<file path="src/rtl/alu_pkg.sv">
// alu_pkg
//   Shared definitions for the 3-bit ALU slice: default datapath widths and
//   the operand-loader state encoding (also decoded by the display logic).
package alu_pkg;

    localparam int ALU_DATA_W = 3;   // operand width (A, B, switch bank)
    localparam int ALU_SEL_W  = 2;   // ALU op-select width
    localparam int ALU_ANS_W  = 5;   // ALU result width
    localparam int STATE_W    = 3;   // width of the exported state code

    // Codes 5..7 are unused and treated as illegal by the loader.
    typedef enum logic [STATE_W-1:0] {
        LOAD_A = 3'd0,
        LOAD_B = 3'd1,
        LOAD_S = 3'd2,
        EXEC   = 3'd3,
        DONE   = 3'd4
    } state_t;

endpackage

</file>
<file path="src/rtl/btn_edge_sync.sv">
// btn_edge_sync
//   Two-flop synchroniser followed by a rising-edge detector. Produces a
//   single-cycle pulse per press of an asynchronous, debounced button.
//
// Ports:
//   clk   in   system clock (rising edge)
//   rst   in   synchronous, active-high reset
//   btn   in   raw button level, asynchronous to clk
//   pulse out  one-cycle pulse, high in the cycle after the synchronised
//              level first rises
module btn_edge_sync (
    input  logic clk,
    input  logic rst,
    input  logic btn,
    output logic pulse
);

    logic sync1;
    logic sync2;
    logic prev;
    // Each valid bit marks that the matching sync flop holds a real sample
    // of btn rather than the zero forced by reset.
    logic vld1;
    logic vld2;

    always_ff @(posedge clk) begin
        if (rst) begin
            sync1 <= 1'b0;
            sync2 <= 1'b0;
            vld1  <= 1'b0;
            vld2  <= 1'b0;
            prev  <= 1'b1;
        end else begin
            sync1 <= btn;
            sync2 <= sync1;
            vld1  <= 1'b1;
            vld2  <= vld1;
            // Hold prev high until sync2 carries a real sample, so a button
            // held through reset is never mistaken for a fresh press.
            prev  <= vld2 ? sync2 : 1'b1;
        end
    end

    assign pulse = sync2 & ~prev;

endmodule

</file>
<file path="src/rtl/alu_operand_loader.sv">
// alu_operand_loader
//   Sequences A, B and S from one switch bank and an enter button, feeds
//   them to the external combinational ALU and captures its answer one
//   cycle after S is loaded.
//
// Ports:
//   clk          in   system clock (rising edge)
//   rst          in   synchronous, active-high reset (highest priority)
//   din          in   switch value, sampled on a load
//   enter        in   enter button level, asynchronous, debounced
//   abort        in   synchronous abort; clears operands, keeps result
//   A, B, S      out  registered operands / op select to the ALU
//   alu_ans      in   ALU result, combinational from A/B/S
//   result       out  captured alu_ans
//   result_valid out  high while result holds the current operation's
//                     answer: rises at the EXEC->DONE edge, falls on the
//                     edge leaving DONE (or on abort/reset)
//   state        out  current FSM state code for LEDs
module alu_operand_loader #(
    parameter int DATA_W = alu_pkg::ALU_DATA_W,
    parameter int SEL_W  = alu_pkg::ALU_SEL_W,
    parameter int ANS_W  = alu_pkg::ALU_ANS_W
) (
    input  logic              clk,
    input  logic              rst,
    input  logic [DATA_W-1:0] din,
    input  logic              enter,
    input  logic              abort,
    output logic [DATA_W-1:0] A,
    output logic [DATA_W-1:0] B,
    output logic [SEL_W-1:0]  S,
    input  logic [ANS_W-1:0]  alu_ans,
    output logic [ANS_W-1:0]  result,
    output logic              result_valid,
    output logic [2:0]        state
);

    import alu_pkg::*;

    state_t state_r;
    state_t state_nxt;
    logic   enter_pulse;
    logic   ld_a;
    logic   ld_b;
    logic   ld_s;
    logic   capture;
    logic   clr_valid;
    logic   clr_ops;

    btn_edge_sync u_enter_sync (
        .clk   (clk),
        .rst   (rst),
        .btn   (enter),
        .pulse (enter_pulse)
    );

    // Next-state and register-enable decode.
    always_comb begin
        state_nxt = state_r;
        ld_a      = 1'b0;
        ld_b      = 1'b0;
        ld_s      = 1'b0;
        capture   = 1'b0;
        clr_valid = 1'b0;
        clr_ops   = 1'b0;
        if (abort) begin
            state_nxt = LOAD_A;
            clr_ops   = 1'b1;
            clr_valid = 1'b1;
        end else begin
            case (state_r)
                LOAD_A: if (enter_pulse) begin
                    ld_a      = 1'b1;
                    state_nxt = LOAD_B;
                end
                LOAD_B: if (enter_pulse) begin
                    ld_b      = 1'b1;
                    state_nxt = LOAD_S;
                end
                LOAD_S: if (enter_pulse) begin
                    ld_s      = 1'b1;
                    state_nxt = EXEC;
                end
                // alu_ans has settled from A/B/S by the end of this cycle.
                EXEC: begin
                    capture   = 1'b1;
                    state_nxt = DONE;
                end
                DONE: if (enter_pulse) begin
                    clr_valid = 1'b1;
                    state_nxt = LOAD_A;
                end
                // Illegal codes recover to LOAD_A without touching data.
                default: state_nxt = LOAD_A;
            endcase
        end
    end

    always_ff @(posedge clk) begin
        if (rst) begin
            state_r      <= LOAD_A;
            A            <= '0;
            B            <= '0;
            S            <= '0;
            result       <= '0;
            result_valid <= 1'b0;
        end else begin
            state_r <= state_nxt;
            if (clr_ops) begin
                A <= '0;
                B <= '0;
                S <= '0;
            end else begin
                if (ld_a) A <= din;
                if (ld_b) B <= din;
                if (ld_s) S <= din[SEL_W-1:0];
            end
            if (capture) begin
                result       <= alu_ans;
                result_valid <= 1'b1;
            end else if (clr_valid) begin
                result_valid <= 1'b0;
            end
        end
    end

    assign state = state_r;

endmodule

</file>
<file path="config.mk">
export PLATFORM = sky130hd
export DESIGN_NAME = alu_operand_loader
export DESIGN_NICKNAME = d
export VERILOG_FILES = /design/src/rtl/alu_pkg.sv /design/src/rtl/btn_edge_sync.sv /design/src/rtl/alu_operand_loader.sv
export SDC_FILE = /design/constraint.sdc
export NUM_CORES = 1
export LEC_CHECK = 0
export BUFFER_PORTS_ARGS = -buffer_cell sky130_fd_sc_hd__buf_2
export CAP_MARGIN = 20
export CORE_UTILIZATION = 41
export DETAILED_ROUTE_END_ITERATION = 12
export MAX_ROUTING_LAYER = met4
export PLACE_DENSITY = 0.68
export SETUP_SLACK_MARGIN = 0.05
export SYNTH_ARGS = -nofsm -noshare
export SYNTH_HDL_FRONTEND = slang
export SYNTH_SLANG_ARGS = --single-unit
</file>
<file path="constraint.sdc">
create_clock -name clk -period 1.98 [get_ports clk]
set_input_delay 0.099 -clock clk [delete_from_list [all_inputs] [get_ports clk]]
set_output_delay 0.099 -clock clk [all_outputs]
set_load 0.02 [all_outputs]
</file>
## Word-level counts from Yosys, hierarchy flattened

Cells that the tools add are included.

- Register bits after elaboration: 22
- Latch bits: 0
- Memory bits (writable): 0
- Bits in read-only memories: 0
- Input port bits: 12
- Output and inout port bits: 17
- Logic and storage cells: 48
- Memories: 0

- Add/sub/neg operators: 0
- $mul: 0
- Divide/modulo/power cells: 0
- $lt $le $gt $ge: 0
- Equality and inequality tests: 8
- Shift operators: 0
- Muxes and demuxes: 20
- Bitwise gates (word level): 3
- Reductions and logical operators: 6

Operators by type and width:

| kind | number |
|---|---|
| two-way mux 1 bit | 15 |
| one-hot mux 3 bit (5 select lines) | 1 |
| two-way mux 3 bit | 4 |
| != test 2 bit (second input constant) | 4 |
| equality test 3 x 2 -> 1 bit (second input constant) | 2 |
| OR reduction 2 bit | 3 |
| AND reduction 4 bit | 1 |
| equality test 3 x 1 -> 1 bit (second input constant) | 1 |
| equality test 3 bit (second input constant) | 1 |
| logical NOT 3 bit | 1 |
| inverter 1 bit | 2 |
| nonzero test 2 bit | 1 |
| bitwise AND 1 bit | 1 |

## Logic depth before layout (Yosys ltp)

Gate-level depths: netlist of the first run.

- Depth in word-level cells: 7
- Depth in mapped cells: 4
- Gate-level depth less buffers: 3

## Cells and area by module

Synthesis of the first run repeated with hierarchy kept, for this count alone.

- Cells, all modules: 84
- Area, all modules: 849.6 um^2

Modules (own cells, without submodules):

| module | instances | cells an instance | area an instance (um^2) | seq. area each (um^2) |
|---|---|---|---|---|
| alu_operand_loader | 1 | 73 | 704.4 | 340.3 |
| btn_edge_sync | 1 | 11 | 145.1 | 100.1 |

## Worst setup path after synthesis of the first run

No wires, ideal clock.

- Path type: register -> register
- Start point: register state_r[0], in the netlist state[0]
- End point: register result[0]
- Setup time: 0.128 ns
- Arrival: 1.152 ns
- Required time: 1.852 ns
- Slack: 0.701 ns
- Cell stages (with the launch flop): 5
- Path buffers: 1
- Period minus slack after synthesis: 1.279 ns
- Cell sequence: dfxtp_1 > and4bb_2 > buf_2 > mux2i_1 > nor2_1

- Longest elaborated chain between the ends: 3

RTL lines:

| element | RTL line | text |
|---|---|---|
| start: declaration | alu_operand_loader.sv:40 | `state_t state_r;` |
| start signal: assignment | alu_operand_loader.sv:108 | `state_r <= state_nxt;` |
| equality test 3 x 2 -> 1 bit | alu_operand_loader.sv:71 | `case (state_r)` |
| two-way mux 1 bit | alu_operand_loader.sv:71 |  |
| two-way mux 1 bit | alu_operand_loader.sv:66 | `if (abort) begin` |
| end signal: assignment | alu_operand_loader.sv:119 | `result <= alu_ans;` |
| end: declaration | alu_operand_loader.sv:33 | `output logic [ANS_W-1:0] result,` |

Every way passes these cells.
A chain may end at the register's enable or synchronous reset.

## Worst setup path after layout of the first run

- Start point: register state_r[2], in the netlist state[2]
- End point: register A[0]

- Longest elaborated chain between the ends: 3

RTL lines:

| element | RTL line | text |
|---|---|---|
| logical NOT 3 bit | alu_operand_loader.sv:71 |  |
| two-way mux 1 bit | alu_operand_loader.sv:71 |  |
| two-way mux 1 bit | alu_operand_loader.sv:66 |  |
| end signal: assignment | alu_operand_loader.sv:114 | `if (ld_a) A <= din;` |
| end: declaration | alu_operand_loader.sv:29 | `output logic [DATA_W-1:0] A,` |

Every way passes these cells.

==> results of run 1 <==
-- final cells by class --
class | count | area share
sequential | 22 | 0.4267
multi-input combinational | 54 | 0.3442
inverter | 3 | 0.01091
tap | 25 | 0.03030
timing repair buffer | 30 | 0.1527
clock buffer | 4 | 0.03515
-- tightest hold or removal path, stage by stage --
cell	delay, ps
sky130_fd_sc_hd__buf_2	70
sky130_fd_sc_hd__mux2i_1	50
sky130_fd_sc_hd__nor2_1	70
-- per-layer routing --
metal	share of wire	wire, um	vias up	track usage
met5	0	0	-	-
met2	0.44	657	20	0.1944
li1	-	-	337	-
met1	0.48	707	297	0.2085
met3	0.046	69	4	0.02308
met4	0.034	51	0	0.1200
-- layout by cell type, fill, tap and decap left out, drive strengths merged, types with 2 or more instances in the layout --
master	n
inv	3
mux2i	13
buf	29
clkbuf	4
nor2	8
nand2	14
nor4	2
dfxtp	22
nor2b	6
-- worst paths after layout --
path | from | endpoint | slack, ps | cells after the start
worst max-delay path | state[2] | A[0] | 640 | 3
worst min-delay path | alu_ans[2] | result[2] | 20 | 3
worst max register to register | state[2] | A[0] | 640 | 3
worst min register to register | u_enter_sync.vld2 | u_enter_sync.prev | 380 | 1
-- power by group through the flow --
stage                     Combinational [mW]  Sequential (mW)  Clock, mW
after global routing                  0.0350            0.451      0.270
after CTS                             0.0311            0.450      0.251
after global placement                0.0292            0.460          0
after floorplan                       0.0136            0.460          0
final                                 0.0309            0.450      0.240
after detailed placement              0.0296            0.460          0
-- sequential cells by signal, summed over array words and instances (netlist names) --
signal and count:
result 5, B 3, result_valid 1, state 3, S 2, A 3, u_enter_sync.vld2 1, u_enter_sync.vld1 1
u_enter_sync.sync1 1, u_enter_sync.sync2 1, u_enter_sync.prev 1
-- repair_timing --
action / in CTS / in global routing
setup buffers: 0 / 0
hold buffers: 1 / 0
endpoints found under the hold margin: 1 / 0
-- logic make-up (layout without fill, tap and decap cells) --
group	count (synthesis)	after routing	share of synthesized area
and+or+nand+nor	36	36	0.2236
DFF	22	22	0.5317
muxes	13	13	0.1571
buffers and inverters	7	37	0.03927
AOI/OAI and AO/OA	5	5	0.04834
==> out/summary.txt, run 1 <==
===========================================================================================
Max stage delay on crit path .................................................       390 ps
Clock-pin slew on the worst setup and hold paths .............................       110 ps
CTS H-Tree Depth .............................................................            1
Leftover overflow at the end of global routing ...............................            0
Area grow syn2layout .........................................................       24.62%
CP Data Required Time ........................................................      2220 ps
Fraction of the core area covered by cells at the end of the flow ............       0.5729
Power density over cell area ................................................. 698.4 mW/mm2
Final worst-path setup slack .................................................     635.8 ps
Vias in the first global route ...............................................          515
Starting density of the core .................................................       0.4597
Wire length of the first global-routing pass .................................      2208 um
Detailed-route DRC error count ...............................................            0
Maximum resistive drop on vdd ................................................    0.4267 mV
Non-filler cells in the finished layout ......................................          138
Average instance area after synthesis ........................................    9.979 um2
Setup violators final ........................................................            0
Detailed Routing Iterations Pass 1 ...........................................            4
Max-slew violation count .....................................................            0
Final Skew ...................................................................     1.895 ps
Top delay family on crit path ................................................ simple AND/OR/NAND/NOR gates
Number of synthesized flops with an enable pin ...............................            0
Total Wirelength .............................................................      1487 um
Ys flop type ................................................................. sky130_fd_sc_hd__dfxtp_1
Port buffer count ............................................................           28
Setup TNS ....................................................................         0 ps
Fraction of final layout cells sized beyond drive strength 1 .................       0.3186
Maximum clock path buffer count ..............................................            2
Combined area of the multi-input logic cells .................................    355.3 um2
Gate Count Post-Synth ........................................................           83
Arrival time of data at the critical path endpoint ...........................      1580 ps
Type of the worst min-delay path ............................................. input port to flop
Final #Nets ..................................................................          126
Number of I/O pins ...........................................................           29
CTS root buffer .............................................................. sky130_fd_sc_hd__clkbuf_4
Startpoint Class .............................................................         flop
Number of buffers added by the clock tree synthesis step .....................            3
Proportion of register bits with asynchronous set or reset after synthesis ...            0
Cell-internal power ..........................................................    0.5749 mW
Clock Power Share ............................................................        0.333
Placer Congestion ............................................................       0.9065
Sequential element share of the synthesized area .............................       0.5317
Worst-skew pair later-pin latency ............................................       300 ps
Critical path start-end classification ....................................... flop to flop
TritonCTS clock tree .........................................................          yes
GRT Resource Usage Total .....................................................       0.1520
Filler instances .............................................................          174
Core Region .................................................................. 0.001802 mm2
Syn. warnings ................................................................            0
Static power due to leakage ..................................................    0.4916 nW
Maximum fanout count along the critical path .................................            8
Number of antenna violations at the first check in global routing ............            0
Detail Route Antenna Nets ....................................................            0
Most common library cells after synthesis .................................... sky130_fd_sc_hd__dfxtp_1 (22), sky130_fd_sc_hd__nand2_1 (14), sky130_fd_sc_hd__mux2i_1 (13), sky130_fd_sc_hd__nor2_1 (8), sky130_fd_sc_hd__nor2b_1 (6)
Register area ................................................................    440.4 um2
Switch share .................................................................       0.2025
Half-perimeter wire length of the detailed placement result ..................      1075 um
Antenna diode instance count .................................................            0
Cell type contributing the most total cell area after synthesis .............. sky130_fd_sc_hd__dfxtp_1
Average wire length per cell after detail routing ............................     10.78 um
Overall power after layout ...................................................    0.7209 mW
Unrepaired setup endpoints after global routing ..............................           no
Synth area leaders ........................................................... sky130_fd_sc_hd__dfxtp_1 (53%), sky130_fd_sc_hd__mux2i_1 (16%), sky130_fd_sc_hd__nand2_1 (6.3%)
Total die area ............................................................... 0.002204 mm2
Slew Limit Headroom ..........................................................       0.8131
Slew at the pin closest to its max-slew limit ................................     279.6 ps
Final cell area excluding filler cells ....................................... 0.001032 mm2
Most common cell in the netlist .............................................. sky130_fd_sc_hd__dfxtp_1
Total placed instance area ...................................................    985.9 um2
Via count ....................................................................          658
Final critical-path required period ..........................................      1344 ps
Count of cell types in the netlist ...........................................           21
Crit path buffers/inverters ..................................................            0
CP Capture Type ..............................................................         flop
Maximum clock frequency ......................................................   0.7440 GHz
Net Switching ................................................................    0.1460 mW
Standard-cell rows ...........................................................           15
Synthesized cell area ........................................................    828.3 um2
Avg Vias per Cell ............................................................        4.768
Vertical die dimension .......................................................     46.95 um
Width of the die .............................................................     46.95 um
Combinational power share ....................................................        0.043
Number of max-cap violations .................................................            0
Worst-case setup slack after placement .......................................     643.8 ps
Final hold vios ..............................................................            0
Register bit total from synthesis ............................................           22
Final worst hold slack .......................................................     23.34 ps
Net count of the mapped netlist ..............................................           95
# placed instances ...........................................................          133
Slowest-stage cell, CP ....................................................... sky130_fd_sc_hd__dfxtp_1
Post-cts gate resize count ...................................................            0
Pin count of the biggest net entering global routing .........................           15
Number of design-rule violations left by the first detailed-router iteration .           15
Final period utilization .....................................................       0.6789
Area share of the largest cell type after synthesis ..........................       0.5317
Outcome ...................................................................... finished clean
Sequential fraction of design power ..........................................        0.624
# clock sinks ................................................................           22
Critical path cell sequence .................................................. nor4b_2, and2_0, mux2i_1
===========================================================================================
Power figures use the tool's default switching activity.
==> run 2, diff against run 1 <==
- clock period: 1.98 -> 1.3 ns (I/O delays scaled with it)
==> run 2 against run 1 <==
Maximum frequency is 10% higher; cell count is 5.1% higher; combinational power is 100% higher; total power is 75% higher; core utilization is 5.6 points higher; register-to-register slack worse by 560 ps; clock power is 110% higher; clock-buffer cell count is 1 lower; hold slack worse by 9.2 ps; critical path depth stayed put; critical path type unchanged; highest routed layer unchanged.
==> out/summary.txt, run 2 (same netlist as run 1, synthesis figures left out) <==
===========================================================================================
Number of flip-flops in the largest register .................................            5
Path depth of the worst reg2reg path .........................................            3
GRT Resource Usage Total .....................................................       0.1877
Most used cells in the layout excluding fill and tap cells ................... sky130_fd_sc_hd__buf_2 (28), sky130_fd_sc_hd__dfxtp_1 (19), sky130_fd_sc_hd__nand2_1 (14)
Max-slew violation count .....................................................            0
Core Region .................................................................. 0.001802 mm2
Number of design-rule violations left by the first detailed-router iteration .           14
Final #Nets ..................................................................          133
Fraction of final layout cells sized beyond drive strength 1 .................       0.3417
Maximum resistive drop on vdd ................................................    0.6601 mV
Number of I/O pins ...........................................................           29
Switch share .................................................................       0.1850
Number of antenna violations at the first check in global routing ............            0
Outcome ...................................................................... finished clean
Port buffer count ............................................................           28
Wire length of the first global-routing pass .................................      2760 um
Detailed-route DRC error count ...............................................            0
Average wire length per cell after detail routing ............................     11.39 um
Standard-cell rows ...........................................................           15
Starting density of the core .................................................       0.4597
Avg Vias per Cell ............................................................        4.752
Critical path start-end classification ....................................... flop to flop
Detail Route Antenna Nets ....................................................            0
CTS root buffer .............................................................. sky130_fd_sc_hd__clkbuf_4
Final critical-path required period ..........................................      1220 ps
CP Data Required Time ........................................................      1530 ps
Final hold vios ..............................................................            0
Total Wirelength .............................................................      1651 um
Capturing point of the worst reg2reg path ....................................         A[0]
Register containing the most flip-flops in the final layout ..................       result
Startpoint Class .............................................................         flop
Worst flop-to-flop path startpoint ...........................................     state[2]
Sequential fraction of design power ..........................................        0.543
Total placed instance area ...................................................    987.2 um2
Hold path startpoint .........................................................   alu_ans[2]
Static power due to leakage ..................................................    0.5341 nW
Type of the worst min-delay path ............................................. input port to flop
Cell-internal power ..........................................................     1.027 mW
Final period utilization .....................................................       0.9386
Clock Power Share ............................................................        0.407
Clock-pin slew on the worst setup and hold paths .............................       120 ps
Pin count of the biggest net entering global routing .........................           15
Worst-skew pair later-pin latency ............................................       300 ps
Power density over cell area .................................................  1112 mW/mm2
CTS H-Tree Depth .............................................................            1
Antenna diode instance count .................................................            0
Number of buffers added by the clock tree synthesis step .....................            3
CP Capture Type ..............................................................         flop
Slew Limit Headroom ..........................................................       0.8179
Placer Congestion ............................................................       0.8788
Area grow syn2layout .........................................................       36.86%
Number of max-cap violations .................................................            0
Slew at the pin closest to its max-slew limit ................................     272.1 ps
Maximum fanout count along the critical path .................................            6
Half-perimeter wire length of the detailed placement result ..................      1113 um
Worst setup path start .......................................................     state[2]
Arrival time of data at the critical path endpoint ...........................      1450 ps
Unrepaired setup endpoints after global routing ..............................          yes
Maximum clock path buffer count ..............................................            2
Net Switching ................................................................    0.2331 mW
Maximum clock frequency ......................................................   0.8196 GHz
Width of the die .............................................................     46.95 um
Total die area ............................................................... 0.002204 mm2
# clock sinks ................................................................           22
Final Skew ...................................................................     7.708 ps
Vertical die dimension .......................................................     46.95 um
Most common library cell in the layout ignoring fill and taps ................ sky130_fd_sc_hd__buf_2
Final cell area excluding filler cells ....................................... 0.001134 mm2
Final worst hold slack .......................................................     14.12 ps
Overall power after layout ...................................................     1.260 mW
Reg-to-reg setup timing slack ................................................        80 ps
Combinational power share ....................................................        0.050
Critical path destination ....................................................         A[0]
Via count ....................................................................          689
Leftover overflow at the end of global routing ...............................            0
Setup violators final ........................................................            0
TritonCTS clock tree .........................................................          yes
Vias in the first global route ...............................................          646
Detailed Routing Iterations Pass 1 ...........................................            4
===========================================================================================
==> run 2: changes by cell type in the layout (fill, tap and decap cells not counted) <==
cell	change
sky130_fd_sc_hd__dlygate4sd3_1	+6
sky130_fd_sc_hd__dfxtp_1	-3
sky130_fd_sc_hd__dfxtp_2	+2
sky130_fd_sc_hd__and2_0	-1
sky130_fd_sc_hd__and2_4	+1
sky130_fd_sc_hd__buf_4	+1
sky130_fd_sc_hd__bufinv_16	+1
sky130_fd_sc_hd__clkbuf_8	-1
sky130_fd_sc_hd__dfxtp_4	+1
sky130_fd_sc_hd__nor4b_2	-1
sky130_fd_sc_hd__nor4b_4	+1
==> run 2: layout make-up <==
type	count	area (um2)
Sequential cell	22	446.7
Clock inverter	1	30.03
Tap cell	25	31.28
Timing Repair Buffer	37	225.2
Inverter	3	11.26
Clock buffer	3	22.52
Multi-Input combinational cell	54	366.6
Fill cell	169	668.1
==> run 2: what timing repair did <==
item | 4_1_cts | 5_1_grt
hold buffers | 7 | 0
setup endpoints to repair | 6 | 11
pin swaps | 0 | 2
buffers inserted | 0 | 1
hold endpoints to repair | 5 | 0
resized for setup | 4 | 3
==> run 2: metrics by stage <==
stage | setup TNS, ps | utilization | instances | setup slack, ps
after floorplan | 0 | - | 83 | 51.53
after global placement | 0 | 0.5479 | 133 | 42.99
after detailed placement | -18.64 | 0.5479 | 133 | -18.64
after CTS | 0 | 0.6222 | 144 | 56.11
after global routing | -6.082 | 0.6292 | 145 | -6.082
final | 0 | 0.6292 | 145 | 79.85
==> run 2: how the worst min path moves through the flow <==
stage,end,slack [ps],cells past startpoint
floorplan,state[0],140,1
global placement,u_enter_sync.sync1,270,2
detailed placement,u_enter_sync.sync1,280,2
CTS,B[2],4,3
global route,B[2],6,3
finish,result[2],10,3
==> run 2: routing by layer <==
| metal | GRT usage | vias to the layer above | share of wire |
|---|---|---|---|
| li1 | - | 352 | - |
| met3 | 0.03462 | 4 | 0.042 |
| met2 | 0.2722 | 23 | 0.47 |
| met1 | 0.2405 | 310 | 0.47 |
| met4 | 0.1143 | 0 | 0.017 |
| met5 | - | - | 0 |
==> run 2: critical path, cell delays in order, from the launching register on <==
cell and delay [ps]:
sky130_fd_sc_hd__dfxtp_4 390, sky130_fd_sc_hd__nor4b_4 330, sky130_fd_sc_hd__and2_4 240, sky130_fd_sc_hd__mux2i_1 190
==> run 2: power groups by stage <==
stage | logic (mW) | registers [mW] | clock network (mW)
3_3_place_gp | 0.0444 | 0.701 | 0
2_1_floorplan | 0.0207 | 0.700 | 0
5_1_grt | 0.0698 | 0.686 | 0.558
6_report | 0.0628 | 0.684 | 0.513
3_5_place_dp | 0.0445 | 0.701 | 0
4_1_cts | 0.0623 | 0.686 | 0.531
